$ cat src/rtl/seq_det_pkg.sv
// rtl/seq_det_pkg.sv - shared types and width helper for the serial pattern detector
package seq_det_pkg;

    typedef enum logic [1:0] {
        UNARMED = 2'd0,
        FILL    = 2'd1,
        HUNT    = 2'd2
    } seq_state_t;

    // Width needed to hold a fill level from 0 up to and including pat_w.
    function automatic int fill_width(input int pat_w);
        return $clog2(pat_w + 1);
    endfunction

endpackage

$ cat src/rtl/seq_detector_param.sv
// rtl/seq_detector_param.sv - runtime-loadable serial pattern detector with saturating match count
module seq_detector_param
    import seq_det_pkg::*;
#(
    parameter int PAT_W  = 4,
    parameter int CNT_W  = 8,
    parameter int FILL_W = fill_width(PAT_W)
) (
    input  logic              clk_2,
    input  logic              reset,
    input  logic              load,
    input  logic [PAT_W-1:0]  pattern,
    input  logic              overlap,
    input  logic              bit_valid,
    input  logic              serial_in,
    output logic              match,
    output logic [CNT_W-1:0]  match_count,
    output logic              armed,
    output logic [FILL_W-1:0] fill
);

    localparam logic [FILL_W-1:0] FILL_FULL = FILL_W'(PAT_W);
    localparam logic [CNT_W-1:0]  CNT_MAX   = {CNT_W{1'b1}};

    seq_state_t        state_q, state_d;
    logic [PAT_W-1:0]  pat_q;
    logic [PAT_W-1:0]  hist_q;
    logic [FILL_W-1:0] fill_q;

    logic              consume;
    logic [PAT_W-1:0]  hist_next;
    logic [FILL_W-1:0] fill_next;
    logic              hit;

    always_comb begin
        consume   = 1'b0;
        hist_next = '0;
        fill_next = '0;
        hit       = 1'b0;
        state_d   = state_q;

        // load outranks bit_valid, so a bit presented with load is never consumed
        consume   = (state_q != UNARMED) && bit_valid && !load;
        hist_next = (hist_q << 1) | {{(PAT_W-1){1'b0}}, serial_in};
        fill_next = (fill_q == FILL_FULL) ? fill_q : fill_q + FILL_W'(1);
        hit       = consume && (hist_next == pat_q) && (fill_next == FILL_FULL);

        if (load) begin
            state_d = FILL;
        end else if (consume) begin
            if (hit && !overlap) begin
                state_d = FILL;
            end else if (fill_next == FILL_FULL) begin
                state_d = HUNT;
            end else begin
                state_d = FILL;
            end
        end
    end

    always_ff @(posedge clk_2) begin
        if (!reset) begin
            state_q     <= UNARMED;
            pat_q       <= '0;
            hist_q      <= '0;
            fill_q      <= '0;
            match       <= 1'b0;
            match_count <= '0;
        end else if (load) begin
            state_q     <= state_d;
            pat_q       <= pattern;
            hist_q      <= '0;
            fill_q      <= '0;
            match       <= 1'b0;
            match_count <= '0;
        end else begin
            state_q <= state_d;
            match   <= hit;
            if (consume) begin
                if (hit && !overlap) begin
                    hist_q <= '0;
                    fill_q <= '0;
                end else begin
                    hist_q <= hist_next;
                    fill_q <= fill_next;
                end
            end
            if (hit && (match_count != CNT_MAX)) begin
                match_count <= match_count + CNT_W'(1);
            end
        end
    end

    assign armed = (state_q != UNARMED);
    assign fill  = fill_q;

endmodule
$ cat config.mk
export PLATFORM = sky130hd
export DESIGN_NAME = seq_detector_param
export DESIGN_NICKNAME = d
export VERILOG_FILES = /design/src/rtl/seq_det_pkg.sv /design/src/rtl/seq_detector_param.sv
export SDC_FILE = /design/constraint.sdc
export NUM_CORES = 1
export LEC_CHECK = 0
export BUFFER_PORTS_ARGS = -buffer_cell sky130_fd_sc_hd__buf_2
export CORE_ASPECT_RATIO = 0.7
export CORE_MARGIN = 2
export CORE_UTILIZATION = 47
export DETAILED_ROUTE_END_ITERATION = 7
export PLACE_DENSITY = 0.79
export SLEW_MARGIN = 20
export SYNTH_ARGS = -nofsm -noshare
export SYNTH_HDL_FRONTEND = slang
export SYNTH_SLANG_ARGS = --single-unit
$ cat constraint.sdc
create_clock -name clk_2 -period 2.8 [get_ports clk_2]
set_clock_uncertainty 0.05 [all_clocks]
set_input_delay 0.28 -clock clk_2 [delete_from_list [all_inputs] [get_ports clk_2]]
set_output_delay 0.28 -clock clk_2 [all_outputs]
set_load 0.05 [all_outputs]
## Yosys cells after proc, flatten, opt, wreduce, memory -nomap -nowiden

Cells that the tools add are included.

- Multiplexer cells: 7
- $add $sub $neg: 2
- Bitwise operators: 2
- Reductions and logical operators: 11
- Eq/ne operators: 4

Operator list:

| cell | count |
|---|---|
| 3-bit two-way mux | 3 |
| 8-bit by 1-bit adder with 8-bit output (second input constant) | 1 |
| 8-bit != test (second input constant) | 1 |
| 3-bit equality test (second input constant) | 2 |
| 1-bit logical AND | 6 |
| 4-bit equality test | 1 |
| 2-bit two-way mux | 2 |
| 4-bit by 1-bit bitwise OR with 4-bit output | 1 |
| 2-bit nonzero test | 2 |
| 3-bit by 1-bit adder with 3-bit output (second input constant) | 1 |
| 1-bit zero test | 2 |
| 1-bit two-way mux | 2 |
| 2-bit OR reduction | 1 |
| 1-bit inverter | 1 |

- Input bits: 10
- Output and inout bits: 13
- Logic and storage cells: 33
- Bits in registers: 21

## Longest topological paths before layout

- Word-level depth: 9
- Gate-level depth with buffers: 8
- Depth with buffers taken out: 7

## Least setup slack after synthesis

OpenSTA, ideal clock, no wires.

- Path type: flip-flop to flip-flop
- From: register fill_q[0], in the netlist fill[0]
- To: register match_count[4]
- Required time: 2.680 ns
- Library setup time: 0.070 ns
- Setup slack: -0.047 ns
- Cell stages (with the launch flop): 9
- Arrival: 2.727 ns
- Period minus slack after synthesis: 2.847 ns
- Cell sequence: dfxtp_1 -> inv_1 -> ha_1 -> and3b_1 -> or4_4 -> or4_4 -> buf_6 -> or4_1 -> a21oi_1

- Word-level cells in the longest chain between the ends: 5
- Elaborated cells on any way between the ends: 6
- Those cells by class: 1 x add/sub; 2 x eq/ne; 1 x mux; 2 x reduce/logical

Ends and longest elaborated chain:

| element | RTL line | text |
|---|---|---|
| from (decl) | seq_detector_param.sv:28 | `logic [FILL_W-1:0] fill_q;` |
| from (signal assigned) | seq_detector_param.sv:85 | `fill_q <= fill_next;` |
| 3-bit by 1-bit adder with 3-bit output / 3-bit equality test (equally long branches) | seq_detector_param.sv:45 | `fill_next = (fill_q == FILL_FULL) ? fill_q : fill_q + FILL_W'(1);` |
| 3-bit two-way mux (*) | seq_detector_param.sv:45 |  |
| 3-bit equality test (*) | seq_detector_param.sv:46 | `hit = consume && (hist_next == pat_q) && (fill_next == FILL_FULL);` |
| 1-bit logical AND (*) | seq_detector_param.sv:46 |  |
| 1-bit logical AND (*) | seq_detector_param.sv:88 | `if (hit && (match_count != CNT_MAX)) begin` |
| to (signal assigned) | seq_detector_param.sv:89 | `match_count <= match_count + CNT_W'(1);` |
| to (decl) | seq_detector_param.sv:17 | `output logic [CNT_W-1:0] match_count,` |

Every way passes the cells marked *; elsewhere a longest branch is shown, timed or not.
A chain may end at the register's enable or synchronous reset.

## Worst setup path after layout

- From: register fill_q[0], in the netlist fill[0]
- To: register match_count[3]

Same word-level chain as after synthesis.

==> results by group <==
Status
  • Status: finished clean

Synth
  • EDFF count, synth: 0
  • Main flop type after synthesis: dfxtp_1
  • Ys Warns: 0
  • Post-synthesis async set-or-reset flop share: 0
  • Sequential element share of the synthesized area: 0.412
  • Synth unique cells: 33
  • Post-synth top area cell: dfxtp_1
  • Post-Synthesis Cell Area: 1020 um^2
  • Synthesized area per cell: 8.94 um^2
  • Top-count cell post-synth: dfxtp_1
  • Commonest cells post-synth: dfxtp_1, nand3_1, a21oi_1, nand2_1
  • Seq cells post-synth: 21
  • Post-synthesis cell count: 114
  • Syn Nets: 127
  • Synth top area cells: dfxtp_1, xnor2_1, nand3_1
  • Top-area cell type share of the netlist area: 0.412

GRT
  • Vias in the first global route: 799
  • First-pass GRT wire length: 3550 um
  • Antenna violations before repair: 0
  • GRT Overall Usage: 0.185
  • Pin count of the biggest net entering global routing: 14
  • Grt ovf: 0

Clock network
  • Clock Tree Root: clkbuf_4
  • Clock Latency Late Sink: 0.32 ns
  • Total CTS buffers: 3
  • CTS tree: built
  • Post CTS Setup Buffer Count: 0
  • CTS max path bufs: 2
  • H-tree depth: 1
  • Clock sinks: 21
  • Clk pin slew, worst setup/hold paths: 0.13 ns
  • Post-CTS resize count: 0
  • Hold buffer count at CTS: 0

Timing
  • Hold Fails Final Rpt: 0
  • Top achievable clock speed: 0.376 GHz
  • Worst slew pin tran: 0.530 ns
  • Period utilization: 0.949
  • Hold WS: 0.157 ns
  • RSZ-0062 raised after global routing: false
  • Final min period: 2.66 ns
  • TNS Setup: 0 ns
  • Relative slew slack: 0.645
  • Fin. max-slew vios: 0
  • Final setup viols: 0

Drt
  • Detail Route Antenna Nets: 0
  • Number of DRC markers in iteration 0: 26
  • DR WL/cell: 13.3 um
  • Drt total wl: 2150 um
  • Vias after detailed routing: 903
  • DRC viols: 0
  • Router iterations before antenna repair: 4
  • Vias/cell: 5.61

Power
  • Worst vdd ir: 234 uV
  • Sequential Power Share: 0.605
  • Power Density: 435 nW/um^2
  • Sw frac: 0.259
  • Combinational power share: 0.098
  • Clk pwr share: 0.297
  • P_int: 0.378 mW
  • Lkg Pwr: 0.437 nW
  • Switching power: 0.132 mW

Cells and area
  • Share of cells above drive strength 1: 0.234
  • Synth-to-layout area growth: 14.7%
  • Antenna Diode Count: 0
  • Post-layout nets: 151

Critical path
  • R2R depth: 7
  • Critical path class: register to register
  • Critical Path AT: 2.86 ns
  • CP max FO: 11
  • Req. time, crit path: 3.00 ns
  • Critical Path End Type: register
  • CP startpoint kind: register

Min path
  • Hold Path Class: input port to register
  • Hold depth: 3

Placed design
  • Dpl hpwl: 1570 um
  • Routability cong.: 0.837
  • I/O Buffers: 22

Floorplanning
  • Die area: 2560 um^2
  • Die Ht: 43.0 um
  • Core Rows: 14
  • Die Width: 59.7 um
  • CORE AREA: 2100 um^2
  • Initial Util: 0.485
  • I/O pins: 23

Flow run
  • MaxCap Viol Count: 0
## cell families after synthesis
family,Yosys count,share of synthesized area
flops,21,0.412
compound gates,27,0.167
buf+inv,7,0.0368
fa+ha+maj,3,0.0368
xor+xnor,6,0.0515
mux,4,0.0393
simple gates,46,0.256
## critical path, stage by stage, from the launching register on
cell     delay, ns
dfxtp_2       0.34
inv_1         0.12
ha_1          0.18
and3b_1       0.17
or4_4         0.49
or4_4         0.57
or4_1         0.52
a21oi_1       0.15
## final timing paths
kind,startpoint,endpoint,slack [ns]
worst max-delay path,fill[0]$_SDFFE_PP0P_,match_count[3]$_SDFFE_PP0P_,0.14
worst min-delay path,pattern[3],pat_q[3]$_SDFFE_PN0P_,0.16
worst max register to register,fill[0]$_SDFFE_PP0P_,match_count[3]$_SDFFE_PP0P_,0.14
worst min register to register,hist_q[2]$_SDFFE_PP0P_,hist_q[2]$_SDFFE_PP0P_,0.44
## layout by cell type, fill, tap and decap left out
| cell type | synthesis | layout |
|---|---|---|
| o211ai_1 | 1 | 1 |
| inv_1 | 3 | 3 |
| clkinv_2 | 0 | 1 |
| mux2i_1 | 4 | 4 |
| o21ai_0 | 6 | 6 |
| o41ai_1 | 1 | 1 |
| o311a_1 | 1 | 1 |
| nand4_1 | 2 | 2 |
| nand2_1 | 7 | 7 |
| or4_1 | 4 | 4 |
| o311ai_1 | 1 | 1 |
| nor2_1 | 5 | 5 |
| ha_1 | 3 | 3 |
| nor2b_1 | 5 | 5 |
| nor3_1 | 1 | 1 |
| and2_0 | 1 | 1 |
| buf_4 | 1 | 1 |
| nand3_1 | 10 | 10 |
| and3b_1 | 1 | 1 |
| o21ai_2 | 1 | 1 |
| or2_2 | 1 | 1 |
| dfxtp_1 | 21 | 20 |
| nor4_1 | 2 | 2 |
| buf_2 | 0 | 22 |
| xnor2_1 | 6 | 6 |
| or3_1 | 4 | 4 |
| o22ai_1 | 1 | 1 |
| o31ai_1 | 4 | 4 |
| or4_4 | 2 | 2 |
| a21oi_1 | 9 | 9 |
| nand2b_1 | 1 | 1 |
| dfxtp_2 | 0 | 1 |
| a211oi_1 | 1 | 1 |
| clkbuf_4 | 0 | 3 |
| o21bai_1 | 1 | 1 |
## per-layer routing
metal | global-route usage | share of wire
met5 | 0 | 0
met4 | 0.0578 | 0.012
met3 | 0.0579 | 0.045
met2 | 0.263 | 0.42
met1 | 0.265 | 0.52
## power by group through the flow
stage	Combinational [mW]	Clock, mW	Sequential, mW
floorplan	0.0325	0	0.316
global placement	0.0485	0	0.315
detailed placement	0.0496	0	0.315
CTS	0.0498	0.153	0.308
global route	0.0542	0.166	0.309
finish	0.0499	0.151	0.308
## state kept, by name (all words and copies together), names as in the netlist
register / count
match_count: 8
pat_q: 4
fill: 3
hist_q: 3
state_q: 2
match: 1
## through the flow
stage | power (mW) | std cells | setup WS, ns | instance area [um^2] | utilization
5_1_grt | 0.530 | 161 | 0.0344 | 1170 | 0.557
6_report | 0.509 | 161 | 0.142 | 1170 | 0.557
3_3_place_gp | 0.363 | 157 | 0.246 | 1140 | 0.543
3_5_place_dp | 0.365 | 157 | 0.159 | 1140 | 0.543
2_1_floorplan | 0.349 | 114 | 0.0402 | 1020 | -
4_1_cts | 0.511 | 161 | 0.148 | 1170 | 0.557
## cell type report
class / count / area [um^2]
multi-input cells: 86 / 562
flip-flops and latches: 21 / 422
clock inverters: 1 / 5.00
repair buffers: 23 / 118
clock buffers: 3 / 22.5
well taps: 24 / 30.0
inverters: 3 / 11.3
fillers: 191 / 932
Note: power is estimated with default switching activity, not from simulation.
